--- src/rtl/lr35902_intctl.sv ---
// LR35902 interrupt controller: IF/IE registers, source edge detection,
// priority selection and a small dispatch FSM (IDLE -> PEND -> VEC).
// Optional build macro LR35902_INTCTL_SYNC_EN inserts a 2-flop synchronizer
// on irq_src ahead of edge detection; when undefined, irq_src is sampled
// directly.
module lr35902_intctl (
    input  logic       clk,
    input  logic       reset_n,
    input  logic       cs_if,
    input  logic       cs_ie,
    input  logic       wr,
    input  logic [7:0] din,
    output logic [7:0] dout,
    input  logic [4:0] irq_src,
    output logic       int_req,
    input  logic       int_ack,
    output logic [7:0] vec,
    output logic       vec_valid,
    output logic       wake
);

    typedef enum logic [1:0] {
        ST_IDLE = 2'd0,
        ST_PEND = 2'd1,
        ST_VEC  = 2'd2
    } state_t;

    state_t     r_state;
    state_t     w_state_next;
    logic [4:0] r_if;
    logic [4:0] w_if_next;
    logic [7:0] r_ie;
    logic [4:0] r_src_prev;
    logic [7:0] r_vec;
    logic [7:0] w_vec_next;
    logic [4:0] w_src_s;
    logic [4:0] w_rise;
    logic [4:0] w_pending;
    logic [4:0] w_clr_mask;
    logic [2:0] w_idx;
    logic       w_ack_ok;

`ifdef LR35902_INTCTL_SYNC_EN
    logic [4:0] r_sync1;
    logic [4:0] r_sync2;

    // Two-stage synchronizer for asynchronous interrupt sources.
    always_ff @(posedge clk or negedge reset_n) begin
        if (!reset_n) begin
            r_sync1 <= 5'h00;
            r_sync2 <= 5'h00;
        end else begin
            r_sync1 <= irq_src;
            r_sync2 <= r_sync1;
        end
    end

    assign w_src_s = r_sync2;
`else
    assign w_src_s = irq_src;
`endif

    // Rising edges relative to the previous sample; history starts at zero
    // so a source already high at reset release still raises its flag.
    assign w_rise    = w_src_s & ~r_src_prev;
    assign w_pending = r_if & r_ie[4:0];
    assign w_ack_ok  = int_ack && (r_state != ST_VEC);
    assign wake      = |w_pending;

    // Priority encoder: lowest set index wins (vblank highest).
    always_comb begin
        w_idx = 3'd0;
        for (int i = 4; i >= 0; i--) begin
            if (w_pending[i]) begin
                w_idx = 3'(i);
            end
        end
    end

    // Acknowledge clears only the selected flag, and only if something was pending.
    always_comb begin
        w_clr_mask = 5'h00;
        if (w_ack_ok && (w_pending != 5'h00)) begin
            w_clr_mask = 5'h01 << w_idx;
        end
    end

    // IF next value: CPU write, then acknowledge clear, then source edges win.
    always_comb begin
        w_if_next = r_if;
        if (wr && cs_if) begin
            w_if_next = din[4:0];
        end
        w_if_next = (w_if_next & ~w_clr_mask) | w_rise;
    end

    // Vector is captured on an accepted acknowledge and held otherwise;
    // a cancelled dispatch (nothing pending) yields 0x00.
    always_comb begin
        w_vec_next = r_vec;
        if (w_ack_ok) begin
            if (w_pending != 5'h00) begin
                w_vec_next = 8'h40 + {2'b00, w_idx, 3'b000};
            end else begin
                w_vec_next = 8'h00;
            end
        end
    end

    // Register state: flags, enables, source history and latched vector.
    always_ff @(posedge clk or negedge reset_n) begin
        if (!reset_n) begin
            r_if       <= 5'h00;
            r_ie       <= 8'h00;
            r_src_prev <= 5'h00;
            r_vec      <= 8'h00;
        end else begin
            r_if       <= w_if_next;
            r_src_prev <= w_src_s;
            r_vec      <= w_vec_next;
            if (wr && cs_ie) begin
                r_ie <= din;
            end
        end
    end

    // FSM state register.
    always_ff @(posedge clk or negedge reset_n) begin
        if (!reset_n) begin
            r_state <= ST_IDLE;
        end else begin
            r_state <= w_state_next;
        end
    end

    // FSM next state and decoded outputs; VEC always lasts exactly one cycle.
    always_comb begin
        w_state_next = r_state;
        int_req      = 1'b0;
        vec_valid    = 1'b0;
        case (r_state)
            ST_IDLE: begin
                if (w_ack_ok) begin
                    w_state_next = ST_VEC;
                end else if (w_pending != 5'h00) begin
                    w_state_next = ST_PEND;
                end
            end
            ST_PEND: begin
                int_req = 1'b1;
                if (w_ack_ok) begin
                    w_state_next = ST_VEC;
                end else if (w_pending == 5'h00) begin
                    w_state_next = ST_IDLE;
                end
            end
            ST_VEC: begin
                vec_valid = 1'b1;
                if (w_pending != 5'h00) begin
                    w_state_next = ST_PEND;
                end else begin
                    w_state_next = ST_IDLE;
                end
            end
            default: begin
                w_state_next = ST_IDLE;
            end
        endcase
    end

    // Register read mux; unused IF bits read as ones.
    always_comb begin
        dout = 8'h00;
        if (cs_if) begin
            dout = {3'b111, r_if};
        end else if (cs_ie) begin
            dout = r_ie;
        end
    end

    assign vec = r_vec;

endmodule
--- config.mk ---
export PLATFORM = sky130hd
export DESIGN_NAME = lr35902_intctl
export DESIGN_NICKNAME = d
export VERILOG_FILES = /design/src/rtl/lr35902_intctl.sv
export SDC_FILE = /design/constraint.sdc
export NUM_CORES = 1
export LEC_CHECK = 0
export CORE_UTILIZATION = 30
export DETAILED_ROUTE_END_ITERATION = 16
export GPL_ROUTABILITY_DRIVEN = 0
export PLACE_DENSITY_LB_ADDON = 0.2
export SETUP_SLACK_MARGIN = 0.1
export SYNTH_ARGS = -nofsm -noshare
export SYNTH_HDL_FRONTEND = slang
export SYNTH_SLANG_ARGS = --single-unit
--- constraint.sdc ---
create_clock -name clk -period 2.8 [get_ports clk]
set_input_delay 0.56 -clock clk [delete_from_list [all_inputs] [get_ports clk]]
set_output_delay 0.56 -clock clk [all_outputs]
set_load 0.005 [all_outputs]
==> results.json <==
{
  "synth_area_leaders": "dfrtp_1, mux2_2, nand2_1, o21ai_0, buf_4",
  "p_int_mw": 0.6705,
  "wl_per_cell_um": 13.70,
  "initial_core_util_pct": 32.43,
  "clock_skew_ps": 4.933,
  "route.detailed.drc": 0,
  "htreeDepth": 1,
  "tightest_slew_ps": 498.3,
  "syn_area_um2": 1125,
  "fmax_mhz": 441.0,
  "rrSetupSlack_ps": 1490,
  "worstPathCellList": "dlymetal6s2s_1 -> nand2_1 -> o21ai_0 -> clkdlybuf4s50_1",
  "crit_type": "input pin to primary output",
  "drt_iter0_drc": 29,
  "tns_ps": 0,
  "synth_mux_area_share_pct": 11.79,
  "min_period_ps": 2268,
  "routed_wirelength_mm": 2.561,
  "vias_per_cell": 4.856,
  "grt_max_degree": 25,
  "design_area_um2": 1553,
  "r2r_cells": 3,
  "path_buf_inv": 2,
  "synth-edff-count": 0,
  "cp_data_arrival_time_ps": 1710,
  "nFillCells": 351,
  "crit_family": "buffers and inverters",
  "syn_inst": 106,
  "grt_usage_pct": 14.25,
  "place_hpwl_mm": 1.886,
  "ys_types": 32,
  "die_x_um": 63.23,
  "start_kind": "input pin",
  "firstDrtPassIters": 2,
  "ir_worst_vdd_mv": 0.2669,
  "gr-total-overflow": 0,
  "final_util_pct": 44.77,
  "synth_seq_area_share_pct": 53.39,
  "dieArea_um2": 3998,
  "synth-compound-area-share_pct": 14.13,
  "drive_gt1_share_pct": 10.64,
  "hold_depth": 1,
  "cts_buffers": 3,
  "pwr-share-clk_pct": 26.3,
  "fin_crit_sh_pct": 80.99,
  "syn_avg_cell_area_um2": 10.61,
  "grt_antenna_before_repair": 0,
  "first_global_vias": 873,
  "syn_to_final_growth_pct": 38.04,
  "synth-xor-area-share_pct": 0,
  "p_comb_share_pct": 26.1,
  "setup_violations": 0,
  "preCtsSetupSlack_ps": 143.5,
  "synthAdderAreaFrac_pct": 0,
  "ys_ff_latch": 24,
  "synth_top_family_by_area": "simple AND/OR/NAND/NOR gates",
  "switching_share_pct": 27.84,
  "rows": 21,
  "pwr-share-seq_pct": 47.6,
  "maxCapViolCount": 0,
  "root_buffer": "clkbuf_8",
  "switchingPower_mw": 0.2587,
  "grt_first_pass_wirelength_mm": 4.374,
  "clk_pin_slew_ps": 90,
  "ant_nets": 0,
  "final_nets": 161,
  "setup_slack_ps": 532.3,
  "clock_path_buffers": 2,
  "cts_tree": "done",
  "outcome": "completed",
  "worst-path-max-fanout": 16,
  "clkSinkCount": 24,
  "end_kind": "primary output",
  "max_slew_margin_pct": 66.72,
  "synthArstFlopShare_pct": 100.0,
  "hp-class": "flip-flop to flip-flop",
  "insertion_delay_ps": 270,
  "p_leak_nw": 0.7005,
  "core_um2": 3468,
  "required_ps": 2240,
  "hold_violations": 0,
  "cp_slowest_cell": "clkdlybuf4s50_1",
  "n_antenna_cell": 0,
  "die_h_um": 63.23,
  "slew_viol_final": 0,
  "p_per_area_nw_per_um2": 598.4,
  "ys.flop_type": "dfrtp_1",
  "crit_cells": 4,
  "ios": 38,
  "max_stage_delay_ps": 540,
  "yosysTopAreaCell": "dfrtp_1",
  "yosys.area_share.simple_pct": 15.24,
  "multi_input_area_um2": 478.0,
  "holdWs_ps": 434.8,
  "grt_setup_unrepaired": "no",
  "routed-via-count": 908,
  "seqCellArea_um2": 600.6,
  "synth_top_area_share_pct": 53.39,
  "placed_area_um2": 1493,
  "portBuffers": 33,
  "yosys_warnings": 0
}
power groups by stage:
stage | sequential, mW | combinational (mW) | clock (mW)
finish | 0.442 | 0.242 | 0.244
floorplan | 0.437 | 0.122 | 0
CTS | 0.443 | 0.246 | 0.247
detailed placement | 0.450 | 0.244 | 0
global route | 0.451 | 0.269 | 0.262
global placement | 0.447 | 0.241 | 0
synth_stat cells, types with 2 or more instances:
master,count
nor2b_1,3
dfrtp_1,24
nand2_1,16
a21o_1,3
nand3_1,2
a22o_1,3
nor4_1,2
and2_1,2
a22oi_1,2
buf_4,4
mux2i_1,2
nand4_1,2
o21ai_0,6
inv_1,5
nor3_1,2
mux2_2,9
and3_1,3
o22ai_1,2
kinds of logic after synthesis:
family | Yosys count
compound gates | 23
buf+inv | 11
flops | 24
mux | 12
other cells | 1
simple gates | 35
routing by layer:
metal  track usage [%]  share of wire [%]  up-vias
li1                  -                  -      439
met3             3.261                5.2        5
met1             19.27                 49      434
met2             22.18                 45       30
met5                 0                  0        -
met4             5.114                1.5        0
final cells by class:
type,count,share of cell area [%]
clock buffers,4,3.546
repair buffers,34,22.08
multi-input cells,74,30.78
flip-flops and latches,24,38.68
inverters,5,1.209
well taps,46,3.707
per-stage QoR:
stage               power (mW)  instances
global route            0.9820        187
detailed placement      0.6941        183
finish                  0.9292        187
global placement        0.6880        183
floorplan               0.5588        109
CTS                     0.9357        187
state kept, by name, summed over array words and instances, names as in the netlist:
name	flops
r_if	5
r_ie	8
r_state	2
vec	4
r_src_prev	5
final timing paths:
check / to / startpoint
min: r_if[2] / r_src_prev[2]
max in group asynchronous: r_ie[6] / reset_n
max: dout[2] / cs_if
min reg2reg: r_if[2] / r_src_prev[2]
min in group asynchronous: vec[4] / reset_n
max reg2reg: vec[6] / r_if[0]
what timing repair did:
item,4_1_cts,5_1_grt
endpoints found under the setup margin,0,5
buffers inserted,0,0
hold buffers,0,0
gates resized for setup,0,2
worst register-to-register path: stages (launching register included):
cell and delay (ps):
dfrtp_1 440, a22oi_1 290, nand3_1 180, mux2_2 290
layout by cell type (no fill, tap or decap), types with 3 or more instances in the layout:
| master | n |
|---|---|
| clkdlybuf4s50_1 | 31 |
| dfrtp_1 | 24 |
| nand2_1 | 16 |
| mux2_2 | 9 |
| o21ai_0 | 6 |
| inv_1 | 5 |
| conb_1 | 4 |
| clkbuf_8 | 4 |
| nor2b_1 | 3 |
| a21o_1 | 3 |
| and3_1 | 3 |
| a22o_1 | 3 |
Note: power is estimated with default switching activity, not from simulation.
